<file path="src/rtl/mul_pkg.sv">
// Shared types and defaults for the sequential shift-add multiplier.
package mul_pkg;

   localparam int unsigned MUL_WIDTH = 32;

   typedef enum logic [1:0] {
      IDLE = 2'd0,
      CALC = 2'd1,
      FIX  = 2'd2
   } mul_state_e;

endpackage

</file>
<file path="src/rtl/mul_addu.sv">
// Unsigned WIDTH-bit adder with carry-out, used for the partial-product accumulation.
module mul_addu #(
   parameter int WIDTH = 32
) (
   input  logic [WIDTH-1:0] a_i,
   input  logic [WIDTH-1:0] b_i,
   output logic [WIDTH-1:0] sum_o,
   output logic             carry_o
);

   assign {carry_o, sum_o} = {1'b0, a_i} + {1'b0, b_i};

endmodule

</file>
<file path="src/rtl/shift_add_multiplier.sv">
// Multi-cycle shift-add multiplier: magnitude product over WIDTH CALC cycles,
// sign applied in FIX, result held until the next accepted Run.
module shift_add_multiplier
   import mul_pkg::*;
#(
   parameter int WIDTH = MUL_WIDTH
) (
   input  logic               clk,
   input  logic               Reset,
   input  logic               Run,
   input  logic               signed_mode,
   input  logic [WIDTH-1:0]   multiplicand,
   input  logic [WIDTH-1:0]   multiplier,
   output logic               busy,
   output logic               Ready,
   output logic [2*WIDTH-1:0] product
);

   localparam int CNT_W = $clog2(WIDTH + 1);
   localparam logic [WIDTH-1:0]   ZERO_W  = '0;
   localparam logic [2*WIDTH-1:0] ZERO_2W = '0;
   localparam logic [CNT_W-1:0]   LAST_IT = CNT_W'(WIDTH - 1);

   // Valid/ready contract: Run is taken only in IDLE; Ready is a single-cycle
   // pulse with product valid from then on; busy covers CALC and FIX.
   mul_state_e           state_q, state_d;
   logic [WIDTH-1:0]     mcand_q, mcand_d;
   logic [WIDTH-1:0]     hi_q, hi_d;
   logic [WIDTH-1:0]     lo_q, lo_d;
   logic                 neg_q, neg_d;
   logic [CNT_W-1:0]     cnt_q, cnt_d;
   logic                 busy_q, busy_d;
   logic                 ready_q, ready_d;
   logic [2*WIDTH-1:0]   prod_q, prod_d;

   logic [WIDTH-1:0]     a_abs, b_abs, addend, sum;
   logic                 carry;

   // -(-2^(W-1)) wraps to 2^(W-1), which is exactly the unsigned magnitude.
   assign a_abs = (signed_mode && multiplicand[WIDTH-1]) ? (ZERO_W - multiplicand) : multiplicand;
   assign b_abs = (signed_mode && multiplier[WIDTH-1])   ? (ZERO_W - multiplier)   : multiplier;

   assign addend = lo_q[0] ? mcand_q : ZERO_W;

   mul_addu #(.WIDTH(WIDTH)) u_addu (
      .a_i     (hi_q),
      .b_i     (addend),
      .sum_o   (sum),
      .carry_o (carry)
   );

   always_comb begin
      state_d = state_q;
      mcand_d = mcand_q;
      hi_d    = hi_q;
      lo_d    = lo_q;
      neg_d   = neg_q;
      cnt_d   = cnt_q;
      busy_d  = busy_q;
      ready_d = 1'b0;
      prod_d  = prod_q;
      case (state_q)
         IDLE: begin
            if (Run) begin
               mcand_d = a_abs;
               hi_d    = ZERO_W;
               lo_d    = b_abs;
               neg_d   = signed_mode & (multiplicand[WIDTH-1] ^ multiplier[WIDTH-1]);
               cnt_d   = '0;
               busy_d  = 1'b1;
               state_d = CALC;
            end
         end
         CALC: begin
            hi_d  = {carry, sum[WIDTH-1:1]};
            lo_d  = {sum[0], lo_q[WIDTH-1:1]};
            cnt_d = cnt_q + CNT_W'(1);
            if (cnt_q == LAST_IT) begin
               state_d = FIX;
            end
         end
         FIX: begin
            prod_d  = neg_q ? (ZERO_2W - {hi_q, lo_q}) : {hi_q, lo_q};
            ready_d = 1'b1;
            busy_d  = 1'b0;
            state_d = IDLE;
         end
         default: begin
            busy_d  = 1'b0;
            state_d = IDLE;
         end
      endcase
   end

   always_ff @(posedge clk or posedge Reset) begin
      if (Reset) begin
         state_q <= IDLE;
         mcand_q <= '0;
         hi_q    <= '0;
         lo_q    <= '0;
         neg_q   <= 1'b0;
         cnt_q   <= '0;
         busy_q  <= 1'b0;
         ready_q <= 1'b0;
         prod_q  <= '0;
      end else begin
         state_q <= state_d;
         mcand_q <= mcand_d;
         hi_q    <= hi_d;
         lo_q    <= lo_d;
         neg_q   <= neg_d;
         cnt_q   <= cnt_d;
         busy_q  <= busy_d;
         ready_q <= ready_d;
         prod_q  <= prod_d;
      end
   end

   assign busy    = busy_q;
   assign Ready   = ready_q;
   assign product = prod_q;

endmodule

</file>
<file path="config.mk">
export PLATFORM = sky130hd
export DESIGN_NAME = shift_add_multiplier
export DESIGN_NICKNAME = d
export VERILOG_FILES = /design/src/rtl/mul_pkg.sv /design/src/rtl/mul_addu.sv /design/src/rtl/shift_add_multiplier.sv
export SDC_FILE = /design/constraint.sdc
export NUM_CORES = 1
export LEC_CHECK = 0
export BUFFER_PORTS_ARGS = -buffer_cell sky130_fd_sc_hd__buf_2
export CORE_MARGIN = 5
export CORE_UTILIZATION = 43
export DETAILED_ROUTE_END_ITERATION = 8
export HOLD_SLACK_MARGIN = 0.12
export PLACE_DENSITY_LB_ADDON = 0.25
export SLEW_MARGIN = 5
export SYNTH_ARGS = -nofsm -noshare
export SYNTH_HDL_FRONTEND = slang
export SYNTH_SLANG_ARGS = --single-unit
</file>
<file path="constraint.sdc">
create_clock -name clk -period 7.1 [get_ports clk]
set_input_delay 2.13 -clock clk [delete_from_list [all_inputs] [get_ports clk]]
set_output_delay 2.13 -clock clk [all_outputs]
set_load 0.03 [all_outputs]
</file>
# After elaboration in Yosys (flattened, before gate mapping)
# Cells that the tools add are included.
# word_totals
output_inout_bits	66
elab_cells	46
regBits	171
in_bits	68
# classes
eq_ne	5
muxes	16
reduce_logical	8
n_addsub	5
bitwise	3
# ops
cell	count
$mux 32	5
$pmux 32 s2	2
$mux 64	1
$sub 1x32->32 const A	2
$sub 1x64->64 const A	1
$add 32x32->33	1
$pmux 6 s2	1
$reduce_and 2->1	4
$add 6x1->6 const B	1
$eq 6x5->1 const B	1
$mux 6	1
$mux 2	2
$ne 2x2->1 const B	2
$pmux 2 s2	1
$eq 2x1->1 const B	1
$eq 2x2->1 const B	1
$logic_and 1x1->1	2
$logic_not 2->1	1
$mux 1	2
$pmux 1 s2	1
$reduce_bool 2->1	1
$and 1x1->1	1
$not 1->1	1
$xor 1x1->1	1

# Longest topological paths before layout
# Gate-level depths: netlist of run 1.
# logic_depth
depth_word	4
depth_mapped	13
ltp_nobuf	11

# Hierarchy
# A second synthesis of run 1 with hierarchy kept.
# hier_totals
cells_unflattened	1246
area_unflattened_um2	11126.9
# modules_own_cells
module	area_each_um2	cells_each	instances
shift_add_multiplier	9221.3	988	1
mul_addu	1905.6	258	1

# Worst setup path after synthesis of run 1
# No wires, ideal clock.
# synth_path
kind	in2reg
startpoint	in multiplier[14]
endpoint	reg lo_q[28]
cell_stages	7
setup_slack_ns	2.896
setup_time_ns	0.144
n_path_buf	0
arrival_time_ns	4.060
cell_sequence	or4_1 > nor4_1 > nor4b_2 > nand2_1 > o41ai_1 > xor2_1 > a21oi_1
# synth_between
elab_chain_len	4
# synth_rtl
item	line	text
start: declaration	shift_add_multiplier.sv:13	input logic [WIDTH-1:0] multiplier,
$sub 1x32->32	shift_add_multiplier.sv:41	assign b_abs = (signed_mode && multiplier[WIDTH-1]) ? (ZERO_W - multiplier) : multiplier;
$mux 32	shift_add_multiplier.sv:41	
$mux 32	shift_add_multiplier.sv:64	if (Run) begin
$pmux 32 s2	shift_add_multiplier.sv:62	case (state_q)
end signal: assignment	shift_add_multiplier.sv:110	lo_q <= lo_d;
end: declaration	shift_add_multiplier.sv:29	logic [WIDTH-1:0] lo_q, lo_d;
# No other way between the ends. The select of a mux whose other input is x is not followed.
# A chain may end at the register's enable or synchronous reset.

# Worst setup path in the final report of run 1
# Same ends and word-level chain as after synthesis.

==> results.py, run 1 <==
metrics = {
    "placement": {
        "place.gp.congestion": 0.923,
        "numPortBuffers": 133,
        "dp_hpwl_um": 22000,
        "pre_cts_slack_ps": 2430,
        "post-place-cells": 1664,
    },
    "cells_and_area": {
        "drive_gt1_share_pct": 14.5,
        "final_common_cell": "o21ai_0",
        "final_cell_mix": "189 x o21ai_0, 187 x nand2_1, 171 x dfrtp_1",
        "seq_area_um2": 4280,
        "multi_input_area_um2": 6280,
        "num-fill-cells": 2422,
        "nets": 1458,
        "area_growth_pct": 13.7,
        "layout.cells.non_filler": 1697,
    },
    "critical_path": {
        "cp_max_fo": 4,
        "reg2regPathDepth": 10,
        "cp.arrival_ps": 4500,
        "cp-start-kind": "input pin",
        "crit_type": "in2reg",
        "endpoint_kind": "register",
        "worstPathRequired_ps": 7370,
    },
    "sta": {
        "setup_violations": 0,
        "fin_crit_sh_pct": 59.7,
        "hold_viol": 0,
        "relSlewSlack_pct": 26.0,
        "fin_crit_ps": 4240,
        "whs_ps": 473,
        "worstMarginPinSlew_ps": 1110,
        "rsz0062_at_grt": "false",
        "max_freq_mhz": 236,
        "fin_ws_ps": 2860,
        "setup_tns_ps": 0,
        "finalClockSkew_ps": 11.0,
        "drv_slew": 0,
    },
    "die": {
        "initial_core_util_pct": 43.5,
        "fp.dieW_um": 169,
        "dieArea_um2": 28600,
        "rows": 58,
        "io_pins": 134,
        "dieHeight_um": 169,
        "coreArea_um2": 25000,
    },
    "routing": {
        "drt_iter0_markers": 769,
        "vias": 9359,
        "routedWlPerCell_um": 17.0,
        "viasPerCell": 5.52,
        "postRouteAntennaNets": 0,
        "firstDrtPassIters": 5,
        "wl_um": 28900,
        "drc_errors": 0,
    },
    "yosys": {
        "yosysWarnings": 0,
        "synth_seq_area_share_pct": 39.3,
        "synth.distinct_cells": 69,
        "avgSynthCellArea_um2": 8.63,
        "syn-num-nets": 1367,
        "ys.flop_type": "dfrtp_1",
        "synth_area_um2": 10900,
        "synthArstFlopShare_pct": 100,
        "netlist_instances": 1262,
        "synth_edf_count": 0,
        "ys_seq_elements": 171,
    },
    "cts": {
        "worstSkewPairLatency_ps": 440,
        "clock_sinks": 171,
        "numCtsBuffers": 17,
        "h-tree-depth": 4,
        "clock_tree.buffer_depth": 2,
        "hold_buffers": 0,
        "post_cts_buffers": 0,
        "cts_tree": "done",
        "cts_root_buffer": "clkbuf_16",
        "clk_pin_slew_worst_paths_ps": 70,
        "cts_resized": 0,
    },
    "grt": {
        "grt_max_degree": 126,
        "grt_pass1_vias": 8983,
        "grt_pass1_wl_um": 47200,
        "gr-total-overflow": 0,
        "antenna_found_initial": 2,
        "grt_usage_pct": 20.1,
    },
    "run": {
        "cap_violations": 0,
    },
    "power_and_ir_drop": {
        "p_leak_nw": 5.53,
        "finalPower_mw": 5.19,
        "power_per_cell_area_nw_per_um2": 419,
        "vdd_drop_max_uv": 170,
    },
    "outcome": {
        "status": "complete, no violations",
    },
    "worst_hold_path": {
        "hold_path_depth": 2,
        "hp-class": "reg2reg",
    },
}
## state kept, by name (all words and copies together) (netlist names)
name / cells
neg_q: 1
busy: 1
cnt_q: 6
mcand_q: 32
hi_q: 32
Ready: 1
lo_q: 32
product: 64
state_q: 2
## Yosys cell counts, types with 26 or more instances
library cell	n	area [µm²]
o21ai_0	189	946
nand2_1	188	706
dfrtp_1	171	4280
xor2_1	103	902
a21oi_1	73	365
clkbuf_1	66	248
nor2_1	53	199
xnor2_1	42	368
ha_1	36	450
and2_1	35	219
o31ai_1	29	218
inv_1	26	97.6
## final timing paths
check,start,end,slack (ps)
setup / recovery,multiplier[14],lo_q[28],2860
hold / removal,product[36],product[36],470
setup reg to reg,lo_q[0],hi_q[30],3170
hold reg to reg,product[36],product[36],470
max in group asynchronous,Reset,hi_q[29],4160
min in group asynchronous,Reset,product[36],1750
## per-layer routing
metal | global-route usage [%] | up-vias | part of all wire, % | routed length [µm]
li1 | - | 4712 | - | -
met1 | 30.8 | 4343 | 49 | 14300
met2 | 29.6 | 275 | 42 | 12200
met3 | 3.40 | 27 | 6.8 | 1960
met4 | 4.83 | 2 | 1.6 | 460
met5 | 0 | - | 0.038 | 11
## critical path, cell delays in order
cell     delay (ps)
buf_2           120
or4_1           580
nor4_1          350
nor4b_2         490
nand2_1         160
o41ai_1         410
xor2_1          190
a21oi_1          80
## kinds of logic (layout without fill, tap and decap cells)
family	Yosys count	count (layout)	share of synthesized area, %
XOR/XNOR	145	145	11.7
flip-flops	171	171	39.3
adder cells (fa/ha/maj)	37	37	4.32
multiplexers	6	6	0.563
buffers and inverters	95	199	3.35
AND/OR/NAND/NOR	398	398	18.2
other	0	1	0
AO/OA/AOI/OAI	410	410	22.6
## per-stage QoR
step	cell area, µm²	utilization (%)
6_report	12400	49.5
5_1_grt	12400	49.5
3_5_place_dp	11800	47.1
4_1_cts	12400	49.5
2_1_floorplan	10900	-
3_3_place_gp	11800	47.1
## area by class of cell
class	instances	share of cell area [%]
timing repair buffer	141	5.86
tap	330	3.33
sequential	171	34.5
multi-input combinational	996	50.7
inverter	26	0.828
clock inverter	15	1.35
clock buffer	17	3.43
antenna	1	0.0202
## power breakdown
part           internal, mW  switching [mW]
combinational         0.998            1.43
clock                 0.504           0.449
sequential             1.32           0.486
total                  2.83            2.37
Note: power is estimated with default switching activity, not from simulation.
==> inputs of run 2 (changes only) <==
==> constraint.sdc (replaced) <==
create_clock -name clk -period 3.6 [get_ports clk]
set_input_delay 1.08 -clock clk [delete_from_list [all_inputs] [get_ports clk]]
set_output_delay 1.08 -clock clk [all_outputs]
set_load 0.03 [all_outputs]
==> results.py, run 2 (synthesis gave the netlist of run 1 again) <==
metrics = {
    "placement": {
        "dp_hpwl_um": 22500,
        "numPortBuffers": 133,
        "place.gp.congestion": 0.917,
    },
    "cts": {
        "clock_tree.buffer_depth": 2,
        "cts_resized": 0,
        "numCtsBuffers": 17,
        "hold_buffers": 0,
        "worstSkewPairLatency_ps": 430,
        "cts_tree": "done",
        "cts_root_buffer": "clkbuf_16",
        "post_cts_buffers": 0,
        "clk_pin_slew_worst_paths_ps": 70,
        "h-tree-depth": 4,
        "clock_sinks": 171,
    },
    "critical_path": {
        "cpMostUsedCell": "o21a_1",
        "r2r-start": "lo_q[0]",
        "crit_slowest_cell": "a211oi_1",
        "r2r-end": "hi_q[31]",
        "reg2reg_slack_ps": 430,
        "worstPathRequired_ps": 3920,
        "cp_max_fo": 22,
        "cp-start-kind": "register",
        "crit_type": "reg2reg",
        "cp.arrival_ps": 3490,
        "endpoint_kind": "register",
        "path_cells": "buf_4, and2_1, ha_1, inv_1, fa_1, nor2b_1, o21a_1, a311o_1, a211oi_1, o21a_1, nor4_1, a211o_1",
        "cp_top_family": "compound AO/OA/AOI/OAI gates",
        "reg2regPathDepth": 12,
        "slowest_delay_ps": 540,
        "critPathBufInv": 2,
    },
    "cells_and_area": {
        "drive_gt1_share_pct": 15.4,
        "largest_reg_flops": 64,
        "final_cell_mix": "189 x o21ai_0, 187 x nand2_1, 171 x dfrtp_1",
        "area_growth_pct": 15.5,
        "seq_area_um2": 4280,
        "final_common_cell": "o21ai_0",
        "num-fill-cells": 2384,
        "multi_input_area_um2": 6280,
        "fin_util_pct": 50.3,
        "nets": 1473,
    },
    "routing": {
        "firstDrtPassIters": 5,
        "routedWlPerCell_um": 17.0,
        "postRouteAntennaNets": 0,
        "vias": 9478,
        "wl_um": 29100,
        "drc_errors": 0,
        "drt_iter0_markers": 858,
        "viasPerCell": 5.53,
    },
    "sta": {
        "drv_slew": 0,
        "rsz0062_at_grt": "false",
        "finalClockSkew_ps": 7.88,
        "worstMarginPinSlew_ps": 876,
        "hold_viol": 0,
        "fin_crit_ps": 3170,
        "fin_crit_sh_pct": 88.1,
        "setup_tns_ps": 0,
        "setup_violations": 0,
        "max_freq_mhz": 315,
        "relSlewSlack_pct": 41.6,
    },
    "worst_hold_path": {
        "hp-start": "mcand_q[20]",
        "hp-class": "reg2reg",
        "hold_path_depth": 2,
        "worstHoldEndpoint": "mcand_q[20]",
    },
    "die": {
        "initial_core_util_pct": 43.5,
        "fp.dieW_um": 169,
        "coreArea_um2": 25000,
        "dieArea_um2": 28600,
        "rows": 58,
        "dieHeight_um": 169,
        "io_pins": 134,
    },
    "grt": {
        "met3_usage_pct": 2.54,
        "grt_usage_pct": 20.2,
        "grt_use_met1_pct": 31.6,
        "antenna_found_initial": 3,
        "top_usage_layer": "met1",
        "grt_max_degree": 86,
        "gr-total-overflow": 0,
        "grt_pass1_wl_um": 47300,
        "grt_pass1_vias": 8951,
        "met2_usage_pct": 29.4,
    },
    "run": {
        "cap_violations": 0,
    },
    "power_and_ir_drop": {
        "p_leak_nw": 5.63,
        "power_per_cell_area_nw_per_um2": 825,
        "vdd_drop_max_uv": 356,
    },
    "outcome": {
        "status": "complete, no violations",
    },
}
run 2: changes by cell type in the layout (fill, tap and decap cells not counted):
| cell | before | now |
|---|---|---|
| buf_12 | 0 | 4 |
| buf_4 | 8 | 19 |
| clkinv_2 | 1 | 0 |
| clkinv_4 | 1 | 2 |
| clkinv_8 | 1 | 4 |
| diode_2 | 1 | 3 |
| inv_6 | 6 | 3 |
run 2: layer usage:
| metal | vias to the layer above | wire [µm] | part of all wire (%) |
|---|---|---|---|
| li1 | 4742 | - | - |
| met1 | 4427 | 14500 | 50 |
| met2 | 276 | 12300 | 42 |
| met3 | 33 | 1680 | 5.8 |
| met4 | 0 | 564 | 1.9 |
| met5 | - | 0 | 0 |
run 2: cell type report:
cell class              instances  share of cell area [%]
well taps                     330                    3.28
clock buffers                  17                    3.38
multi-input cells             996                    49.9
flip-flops and latches        171                    34.0
repair buffers                156                    7.06
inverters                      26                   0.805
diodes                          3                  0.0596
clock inverters                15                    1.55
run 2: worst register-to-register path, stage by stage (launching register included):
cell and delay (ps):
dfrtp_1 410, buf_4 210, and2_1 160, ha_1 210, inv_1 70, fa_1 200, nor2b_1 60, o21a_1 180
a311o_1 380, a211oi_1 540, o21a_1 310, nor4_1 80, a211o_1 270
run 2: worst max path at each step:
stage                      from          end  slack (ps)  cells past startpoint
6_report                lo_q[0]     hi_q[31]         430                     12
2_1_floorplan             Reset        Ready         340                      1
5_1_grt                 lo_q[0]     hi_q[31]         270                     12
4_1_cts                 lo_q[0]     hi_q[31]         430                     12
3_5_place_dp     multiplier[14]     lo_q[28]         250                      8
3_3_place_gp   multiplicand[16]  mcand_q[25]         280                      9
run 2: where the power goes:
group,switching [mW],total (mW),leakage (nW),internal [mW]
Sequential,0.955,3.57,2.19,2.61
Clock,0.907,1.92,0.303,1.01
Combinational,2.87,4.90,3.14,2.03
Total,4.74,10.4,5.63,5.65
run 2: metrics by stage:
step	area [µm²]	total power [mW]	instances	setup slack (ps)	hold WS [ps]
final	12600	10.4	1714	428	474
after CTS	12600	10.4	1711	426	481
after global placement	12000	8.36	1679	279	455
after detailed placement	12000	8.45	1679	245	465
after global routing	12600	11.3	1714	271	507
after floorplan	10900	7.04	1262	337	438
